### src/rtl/core_pkg.sv
// core_pkg: shared front-end widths, fetch-entry type and pointer-width helper
package core_pkg;
  localparam int XLEN = 32;
  typedef struct packed {
    logic [XLEN-1:0] inst;
    logic [XLEN-1:0] pc;
  } fetch_entry_t;
  function automatic int ptr_w(input int n);
    return n > 1 ? $clog2(n) : 1;
  endfunction
endpackage

### src/rtl/fetch_queue_if.sv
// fetch_queue_if: fetch-packet and decode-lane bundle between front end and fetch queue
interface fetch_queue_if import core_pkg::*; #(
  parameter int FETCH_WIDTH = 2,
  parameter int ISSUE_WIDTH = 2,
  parameter int DEPTH = 8,
  parameter int XLEN = core_pkg::XLEN
);
  logic flush_i;
  logic fetch_valid_i;
  logic [FETCH_WIDTH*XLEN-1:0] fetch_data_i;
  logic [FETCH_WIDTH-1:0] fetch_mask_i;
  logic [XLEN-1:0] fetch_pc_i;
  logic fetch_ready_o;
  logic [ISSUE_WIDTH-1:0] dec_valid_o;
  logic [ISSUE_WIDTH*XLEN-1:0] dec_inst_o;
  logic [ISSUE_WIDTH*XLEN-1:0] dec_pc_o;
  logic [$clog2(ISSUE_WIDTH+1)-1:0] dec_take_i;
  logic [$clog2(DEPTH+1)-1:0] count_o;
  logic empty_o;
  logic full_o;
  modport master (
    output flush_i, fetch_valid_i, fetch_data_i, fetch_mask_i, fetch_pc_i, dec_take_i,
    input fetch_ready_o, dec_valid_o, dec_inst_o, dec_pc_o, count_o, empty_o, full_o
  );
  modport slave (
    input flush_i, fetch_valid_i, fetch_data_i, fetch_mask_i, fetch_pc_i, dec_take_i,
    output fetch_ready_o, dec_valid_o, dec_inst_o, dec_pc_o, count_o, empty_o, full_o
  );
endinterface

### src/rtl/fetch_queue_compact.sv
// fetch_compact: packs masked fetch lanes to the low slots with per-lane PCs and a popcount
module fetch_compact import core_pkg::*; #(
  parameter int FETCH_WIDTH = 2,
  parameter int XLEN = core_pkg::XLEN,
  localparam int FW = $clog2(FETCH_WIDTH+1)
) (
  input  logic [FETCH_WIDTH*XLEN-1:0] data,
  input  logic [FETCH_WIDTH-1:0] mask,
  input  logic [XLEN-1:0] pc,
  output logic [FETCH_WIDTH-1:0][XLEN-1:0] inst,
  output logic [FETCH_WIDTH-1:0][XLEN-1:0] pcs,
  output logic [FW-1:0] n
);
  always_comb begin
    int c;
    c = 0;
    inst = '0;
    pcs = '0;
    n = '0;
    for (int k = 0; k < FETCH_WIDTH; k++) n = n + FW'(mask[k]);
    // slot s takes the lane whose mask prefix-count equals s; PC keeps the original lane index
    for (int s = 0; s < FETCH_WIDTH; s++) begin
      c = 0;
      for (int k = 0; k < FETCH_WIDTH; k++) begin
        if (mask[k] && c == s) begin
          inst[s] = data[k*XLEN +: XLEN];
          pcs[s] = pc + XLEN'(4*k);
        end
        c = c + int'(mask[k]);
      end
    end
  end
endmodule

### src/rtl/fetch_queue.sv
// fetch_queue: circular instruction buffer compacting fetch packets and presenting an in-order head window to decode
module fetch_queue import core_pkg::*; #(
  parameter int FETCH_WIDTH = 2,
  parameter int ISSUE_WIDTH = 2,
  parameter int DEPTH = 8,
  parameter int XLEN = core_pkg::XLEN
) (
  input logic clock_i,
  input logic reset_ni,
  fetch_queue_if.slave q
);
  localparam int PW = ptr_w(DEPTH);
  localparam int CW = $clog2(DEPTH+1);
  localparam int FW = $clog2(FETCH_WIDTH+1);
  logic [XLEN-1:0] mem_inst [DEPTH];
  logic [XLEN-1:0] mem_pc [DEPTH];
  logic [PW-1:0] head, tail;
  logic [CW-1:0] count, take, add;
  logic [FETCH_WIDTH-1:0][XLEN-1:0] c_inst, c_pc;
  logic [FW-1:0] n;
  logic ready, enq;
  fetch_compact #(.FETCH_WIDTH(FETCH_WIDTH), .XLEN(XLEN)) u_compact (
    .data(q.fetch_data_i),
    .mask(q.fetch_mask_i),
    .pc(q.fetch_pc_i),
    .inst(c_inst),
    .pcs(c_pc),
    .n(n)
  );
  // ready looks only at the registered count so dec_take_i never reaches fetch_ready_o
  assign ready = count <= CW'(DEPTH - FETCH_WIDTH);
  assign enq = q.fetch_valid_i && ready && !q.flush_i;
  assign add = enq ? CW'(n) : '0;
  assign take = CW'(q.dec_take_i) > count ? count : CW'(q.dec_take_i);
  always_ff @(posedge clock_i or negedge reset_ni) begin
    if (!reset_ni) begin
      head <= '0;
      tail <= '0;
      count <= '0;
    end else if (q.flush_i) begin
      head <= '0;
      tail <= '0;
      count <= '0;
    end else begin
      head <= head + PW'(take);
      tail <= tail + PW'(add);
      count <= count + add - take;
    end
  end
  always_ff @(posedge clock_i) begin
    for (int k = 0; k < FETCH_WIDTH; k++) begin
      if (enq && FW'(k) < n) begin
        mem_inst[tail + PW'(k)] <= c_inst[k];
        mem_pc[tail + PW'(k)] <= c_pc[k];
      end
    end
  end
  always_comb begin
    q.dec_valid_o = '0;
    q.dec_inst_o = '0;
    q.dec_pc_o = '0;
    for (int j = 0; j < ISSUE_WIDTH; j++) begin
      if (CW'(j) < count) begin
        q.dec_valid_o[j] = 1'b1;
        q.dec_inst_o[j*XLEN +: XLEN] = mem_inst[head + PW'(j)];
        q.dec_pc_o[j*XLEN +: XLEN] = mem_pc[head + PW'(j)];
      end
    end
  end
  assign q.fetch_ready_o = ready;
  assign q.count_o = count;
  assign q.empty_o = count == '0;
  assign q.full_o = count == CW'(DEPTH);
endmodule

### src/flat_wrapper.sv
// flat-port wrapper written by rule: the top's interface ports become plain ports
module fetch_queue_flat import core_pkg::*;
#(
  parameter int FETCH_WIDTH = 2,
  parameter int ISSUE_WIDTH = 2,
  parameter int DEPTH = 8,
  parameter int XLEN = core_pkg::XLEN
)
  (clock_i, reset_ni, q_flush_i, q_fetch_valid_i, q_fetch_data_i, q_fetch_mask_i, q_fetch_pc_i, q_dec_take_i, q_fetch_ready_o, q_dec_valid_o, q_dec_inst_o, q_dec_pc_o, q_count_o, q_empty_o, q_full_o);
  fetch_queue_if #(.FETCH_WIDTH(FETCH_WIDTH), .ISSUE_WIDTH(ISSUE_WIDTH), .DEPTH(DEPTH), .XLEN(XLEN)) q_i ();
  input logic clock_i;
  input logic reset_ni;
  input wire logic [$bits(q_i.flush_i)-1:0] q_flush_i;
  input wire logic [$bits(q_i.fetch_valid_i)-1:0] q_fetch_valid_i;
  input wire logic [$bits(q_i.fetch_data_i)-1:0] q_fetch_data_i;
  input wire logic [$bits(q_i.fetch_mask_i)-1:0] q_fetch_mask_i;
  input wire logic [$bits(q_i.fetch_pc_i)-1:0] q_fetch_pc_i;
  input wire logic [$bits(q_i.dec_take_i)-1:0] q_dec_take_i;
  output wire logic [$bits(q_i.fetch_ready_o)-1:0] q_fetch_ready_o;
  output wire logic [$bits(q_i.dec_valid_o)-1:0] q_dec_valid_o;
  output wire logic [$bits(q_i.dec_inst_o)-1:0] q_dec_inst_o;
  output wire logic [$bits(q_i.dec_pc_o)-1:0] q_dec_pc_o;
  output wire logic [$bits(q_i.count_o)-1:0] q_count_o;
  output wire logic [$bits(q_i.empty_o)-1:0] q_empty_o;
  output wire logic [$bits(q_i.full_o)-1:0] q_full_o;
  assign q_i.flush_i = q_flush_i;
  assign q_i.fetch_valid_i = q_fetch_valid_i;
  assign q_i.fetch_data_i = q_fetch_data_i;
  assign q_i.fetch_mask_i = q_fetch_mask_i;
  assign q_i.fetch_pc_i = q_fetch_pc_i;
  assign q_i.dec_take_i = q_dec_take_i;
  assign q_fetch_ready_o = q_i.fetch_ready_o;
  assign q_dec_valid_o = q_i.dec_valid_o;
  assign q_dec_inst_o = q_i.dec_inst_o;
  assign q_dec_pc_o = q_i.dec_pc_o;
  assign q_count_o = q_i.count_o;
  assign q_empty_o = q_i.empty_o;
  assign q_full_o = q_i.full_o;
  fetch_queue #(.FETCH_WIDTH(FETCH_WIDTH), .ISSUE_WIDTH(ISSUE_WIDTH), .DEPTH(DEPTH), .XLEN(XLEN)) u_core (.clock_i(clock_i), .reset_ni(reset_ni), .q(q_i));
endmodule
### config.mk
export PLATFORM = sky130hd
export DESIGN_NAME = fetch_queue_flat
export DESIGN_NICKNAME = d
export VERILOG_FILES = /design/src/rtl/core_pkg.sv /design/src/rtl/fetch_queue_if.sv /design/src/rtl/fetch_queue_compact.sv /design/src/rtl/fetch_queue.sv /design/src/flat_wrapper.sv
export SDC_FILE = /design/constraint.sdc
export NUM_CORES = 1
export LEC_CHECK = 0
export CAP_MARGIN = 20
export CORE_ASPECT_RATIO = 0.75
export CORE_MARGIN = 8
export CORE_UTILIZATION = 62
export CTS_BUF_LIST = sky130_fd_sc_hd__clkbuf_2
export CTS_CLUSTER_SIZE = 14
export DETAILED_ROUTE_END_ITERATION = 8
export HOLD_SLACK_MARGIN = 0.05
export PLACE_DENSITY = 0.82
export SLEW_MARGIN = 20
export SYNTH_ARGS = -nofsm -noshare
export SYNTH_HDL_FRONTEND = slang
export SYNTH_HIERARCHICAL = 1
export SYNTH_SLANG_ARGS = --single-unit
### constraint.sdc
create_clock -name clock_i -period 8.5 [get_ports clock_i]
set_clock_uncertainty 0.1 [all_clocks]
set_input_delay 0.85 -clock clock_i [delete_from_list [all_inputs] [get_ports clock_i]]
set_output_delay 0.85 -clock clock_i [all_outputs]
set_load 0.05 [all_outputs]
### Word-level counts from Yosys, hierarchy flattened

Memory sizes are Yosys's and may differ from the RTL's.
Index checks and enable logic that the tools add are counted.

| operators by class | value |
|---|---|
| $add $sub $neg | 8 |
| $lt $le $gt $ge | 6 |
| eq/ne operators | 1 |
| multiplexer cells | 21 |
| reduce and logical (&&, ||, !) cells | 9 |

Operators by type and width:

| kind | count |
|---|---|
| $mux W32 | 10 |
| $add A32 B3 Y32 const B | 1 |
| $logic_not A32 Y1 | 1 |
| $lt A1 B4 Y1 const A | 2 |
| $mux W4 | 2 |
| $add A3 B1 Y3 const B | 2 |
| $add A3 B3 Y3 | 2 |
| $logic_and A1 B1 Y1 | 6 |
| $mux W1 | 6 |
| $mux W3 | 2 |
| $add A4 B4 Y4 | 1 |
| $eq A4 B4 Y1 const B | 1 |
| $gt A2 B4 Y1 | 1 |
| $le A4 B3 Y1 const B | 1 |
| $logic_not A4 Y1 | 1 |
| $lt A1 B2 Y1 const A | 2 |
| $sub A4 B4 Y4 | 1 |
| $add A1 B1 Y2 | 1 |
| $mux W2 | 1 |
| $logic_not A1 Y1 | 1 |

| word-level totals | value |
|---|---|
| register bits | 10 |
| bits in writable memories | 512 |
| logic and storage cells | 50 |
| memories | 2 |

Memory list:

| name | depth | width | read ports | clocked after Yosys merged registers in | write ports | line | RTL |
|---|---|---|---|---|---|---|---|
| u_core.mem_inst | 8 | 32 | 2 | 0 | 2 | fetch_queue.sv:15 | `logic [XLEN-1:0] mem_inst [DEPTH];` |
| u_core.mem_pc | 8 | 32 | 2 | 0 | 2 | fetch_queue.sv:16 | `logic [XLEN-1:0] mem_pc [DEPTH];` |

### Logic depth before layout (Yosys ltp)

| logic depth | value |
|---|---|
| depth after elaboration | 7 |
| gate-level depth with buffers | 12 |
| mapped depth without buffers | 12 |

### By module

The synthesis kept the hierarchy.

By module, submodules not included:

| module | instances | cells an instance | area an instance (µm²) | seq. area each (µm²) |
|---|---|---|---|---|
| fetch_queue | 1 | 1725 | 30171.4 | 15625.0 |
| fetch_compact | 1 | 349 | 2217.1 | 0.0 |

### Worst setup path before layout

No wires, ideal clock.

| timing | value |
|---|---|
| path kind | flip-flop to flip-flop |
| start point | register u_core.count[3] (netlist: u_core/q.count_o[3]) |
| end point | memory u_core.mem_inst[1][0], enable pin |
| arrival time | 6.356 ns |
| required time | 7.826 ns |
| path slack | 1.470 ns |
| cell stages (with the launch flop) | 7 |
| buffers on the path | 0 |
| period minus slack after synthesis | 7.030 ns |
| path through | dfrtp_1 inv_1 ha_1 nand2_1 o21a_1 nand3b_1 o21ai_0 |

RTL lines:

| item | line | RTL |
|---|---|---|
| start, declared | fetch_queue.sv:18 | `logic [CW-1:0] count, take, add;` |
| start signal, assigned | fetch_queue.sv:47 | `count <= count + add - take;` |
| end, declared | fetch_queue.sv:15 |  |

### Worst setup path in the final report

| timing | value |
|---|---|
| start point | register u_core.head[1] |
| end point | output port q_dec_pc_o[31] |

| on the way | value |
|---|---|
| word-level cells in the longest chain between the ends | 2 |

RTL lines:

| item | line | RTL |
|---|---|---|
| start, declared | fetch_queue.sv:17 | `logic [PW-1:0] head, tail;` |
| start signal, assigned | fetch_queue.sv:45 | `head <= head + PW'(take);` |
| $mem_v2 Z8 W32 | - |  |
| $mux W32 | fetch_queue.sv:63 | `if (CW'(j) < count) begin` |
| end, declared | flat_wrapper.sv:22 | `output wire logic [$bits(q_i.dec_pc_o)-1:0] q_dec_pc_o;` |

Every way passes these cells.

==> flow_metrics.env <==
export IMPL_status="complete, no violations"
export IMPL_fp_coreArea_sq_um=51620
export IMPL_num_vias=21980
export IMPL_ant_nets=0
export IMPL_maxSlewViolCount=0
export IMPL_endpoint="q_dec_pc_o[31]"
export IMPL_maxCapViolCount=0
export IMPL_worstSetupStartpointType="flop"
export IMPL_antenna_found_initial=2
export IMPL_io_pins=241
export IMPL_fin_setup_tns_ns=0
export IMPL_worst_r2r_setup_slack_ns=4.59
export IMPL_setup_violations=0
export IMPL_wire_per_inst_microns=30.24
export IMPL_cts_max_level=4
export IMPL_hold_ws_ns=0.4717
export IMPL_path_class="reg -> out"
export IMPL_synth_largest_area_cell="edfxtp_1"
export IMPL_die_y_microns=213.9
export IMPL_synthTopCellsByArea="edfxtp_1 47%, mux4_2 18%, mux2_2 15%, a22o_1 2.7%, mux2_1 2.4%"
export IMPL_post_route_period_util=0.7545
export IMPL_initial_core_util=0.6274
export IMPL_grt_pass1_vias=22550
export IMPL_yosys_area_top_type_share=0.4747
export IMPL_path_clk_slew_ns=0.10
export IMPL_rsz0062_at_grt="no"
export IMPL_worstRegToRegCells=7
export IMPL_clockRootBuffer="clkbuf_2"
export IMPL_grt_pass1_wl_microns=139700
export IMPL_crit_fanout=62
export IMPL_p_leak_nw=12.19
export IMPL_grt_max_degree=77
export IMPL_cts_setup_buffers=0
export IMPL_gp_congestion=0.9514
export IMPL_initialDrtViolationCount=3039
export IMPL_synth_seq_cells=522
export IMPL_post_dp_hpwl_microns=55190
export IMPL_cts_made_buffers=134
export IMPL_area_delta_synth_final_pct=12.44
export IMPL_routed_wl_microns=93710
export IMPL_fmax_ghz=0.1559
export IMPL_insertion_delay_ns=1.16
export IMPL_syn_nets=2199
export IMPL_async_reset_ff_frac=0.01916
export IMPL_synth_common_cells="512 x edfxtp_1, 443 x mux2_2, 256 x mux4_2"
export IMPL_dp_cells=2876
export IMPL_worstMarginPinSlew_ns=1.182
export IMPL_dr_pass1_iters=7
export IMPL_ys_flop_type="edfxtp_1"
export IMPL_syn_cell_area_sq_um=32390
export IMPL_cts_resized=0
export IMPL_drive_gt1_frac=0.4077
export IMPL_ys_types=61
export IMPL_grtUsageTotal=0.3071
export IMPL_syn_inst=2074
export IMPL_finalCriticalPeriod_ns=6.413
export IMPL_timing_rr_end="u_core/mem_pc[3][11]"
export IMPL_cts_sinks=522
export IMPL_synth_edf_count=512
export IMPL_fin_cells=3099
export IMPL_hold_viol_final=0
export IMPL_crit_required_ns=7.55
export IMPL_design_die_area_sq_um=59890
export IMPL_hp_class="in -> async"
export IMPL_startpoint="u_core/head[1]"
export IMPL_peakVddDrop_v=0.0004065
export IMPL_yosys_warnings=6
export IMPL_row_count=72
export IMPL_relSlewSlack=0.2120
export IMPL_drc=0
export IMPL_cp_arrival_ns=5.46
export IMPL_cts_max_path_buffers=3
export IMPL_fin_nets=2438
export IMPL_cts_tree="done"
export IMPL_r2r_start="u_core/tail[0]"
export IMPL_power_mw=11.70
export IMPL_yosysSeqAreaShare=0.4824
export IMPL_via_per_inst=7.092
export IMPL_hold_buffers=1
export IMPL_avgSynthCellArea_sq_um=15.62
export IMPL_port_buffers=240
export IMPL_powerDensity_nw_per_um2=321.3
export IMPL_fp_dieW_microns=279.9
export IMPL_synth_most_common_cell="edfxtp_1"
export IMPL_grt_overflow_total=0
export IMPL_endpoint_kind="output pin"
[power breakdown]
group / internal, mW / switching [mW]
logic: 2.79 / 4.15
registers: 2.92 / 0.108
clock network: 0.696 / 1.03
total: 6.40 / 5.30
[critical path: stages, from the launching register on]
cell	delay, ns
dfrtp_4	0.69
buf_4	0.89
buf_4	0.75
mux4_2	0.60
mux2i_1	0.45
nor2_1	0.08
clkdlybuf4s50_1	0.75
[how the worst min path moves through the flow]
| stage | start | endpoint | slack [ns] | cells after the start |
|---|---|---|---|---|
| 3_3_place_gp | u_core/tail[2] | u_core/tail[2] | 0.53 | 2 |
| 2_1_floorplan | reset_ni | u_core/head[0] | 0.45 | 0 |
| 5_1_grt | q_flush_i | u_core/tail[2] | 0.38 | 2 |
| 3_5_place_dp | u_core/tail[2] | u_core/tail[2] | 0.54 | 2 |
| 4_1_cts | q_flush_i | u_core/tail[2] | 0.34 | 2 |
| 6_report | reset_ni | u_core/tail[1] | 0.47 | 2 |
[flip-flops by register name, summed over array words and instances (netlist names)]
signal and count:
u_core/mem_inst 256, u_core/q.count_o 4, u_core/tail 3, u_core/head 3, u_core/mem_pc 256
[layout make-up]
class / count / area [sq um]
fillers: 3322 / 15200
repair buffers: 282 / 2805
inverters: 20 / 75.07
clock buffers: 184 / 920.9
flip-flops and latches: 522 / 15640
multi-input cells: 1353 / 15870
diodes: 2 / 5.005
clock inverters: 33 / 231.5
well taps: 703 / 879.6
[layout by cell type, fill, tap and decap left out, drive strengths merged, types with 6 or more instances in the layout]
cell type and count:
nand3 20, nand2 34, mux2 513, nor3 8, a31oi 13, xnor2 15, dfrtp 10, o31ai 6
or4 8, clkdlybuf4s50 240, nand4 12, xor2 7, buf 41, clkbuf 184, nor2b 8, mux4 256
and3 6, clkinv 26, ha 18, a21oi 23, o21bai 6, o21ai 35, and2 40, mux2i 70
inv 23, a22o 100, or3 15, nor2 94, edfxtp 512
[through the flow]
step | cell area, sq um | setup slack, ns | utilization
after global routing | 36420 | 1.860 | 0.7055
after global placement | 35150 | 3.251 | 0.6810
after detailed placement | 35150 | 3.164 | 0.6810
after CTS | 36320 | 1.879 | 0.7035
after floorplan | 32390 | 1.470 | -
final | 36420 | 2.087 | 0.7055
[routing by layer]
| layer | vias up | global-route usage | share of wire |
|---|---|---|---|
| li1 | 9061 | - | - |
| met1 | 11100 | 0.4155 | 0.38 |
| met2 | 1552 | 0.4799 | 0.47 |
| met3 | 263 | 0.07524 | 0.12 |
| met4 | 2 | 0.1186 | 0.033 |
| met5 | - | 0 | 0.00031 |
[kinds of logic (layout without fill, tap and decap cells)]
group | after synthesis | in the layout | share of synthesized area
mux | 839 | 839 | 0.3780
flops | 522 | 522 | 0.4824
simple gates | 266 | 266 | 0.04307
compound gates | 205 | 205 | 0.04736
buf+inv | 199 | 519 | 0.03438
xor+xnor | 22 | 22 | 0.005949
fa+ha+maj | 21 | 21 | 0.008808
other cells | 0 | 2 | 0
Power figures use the tool's default switching activity.
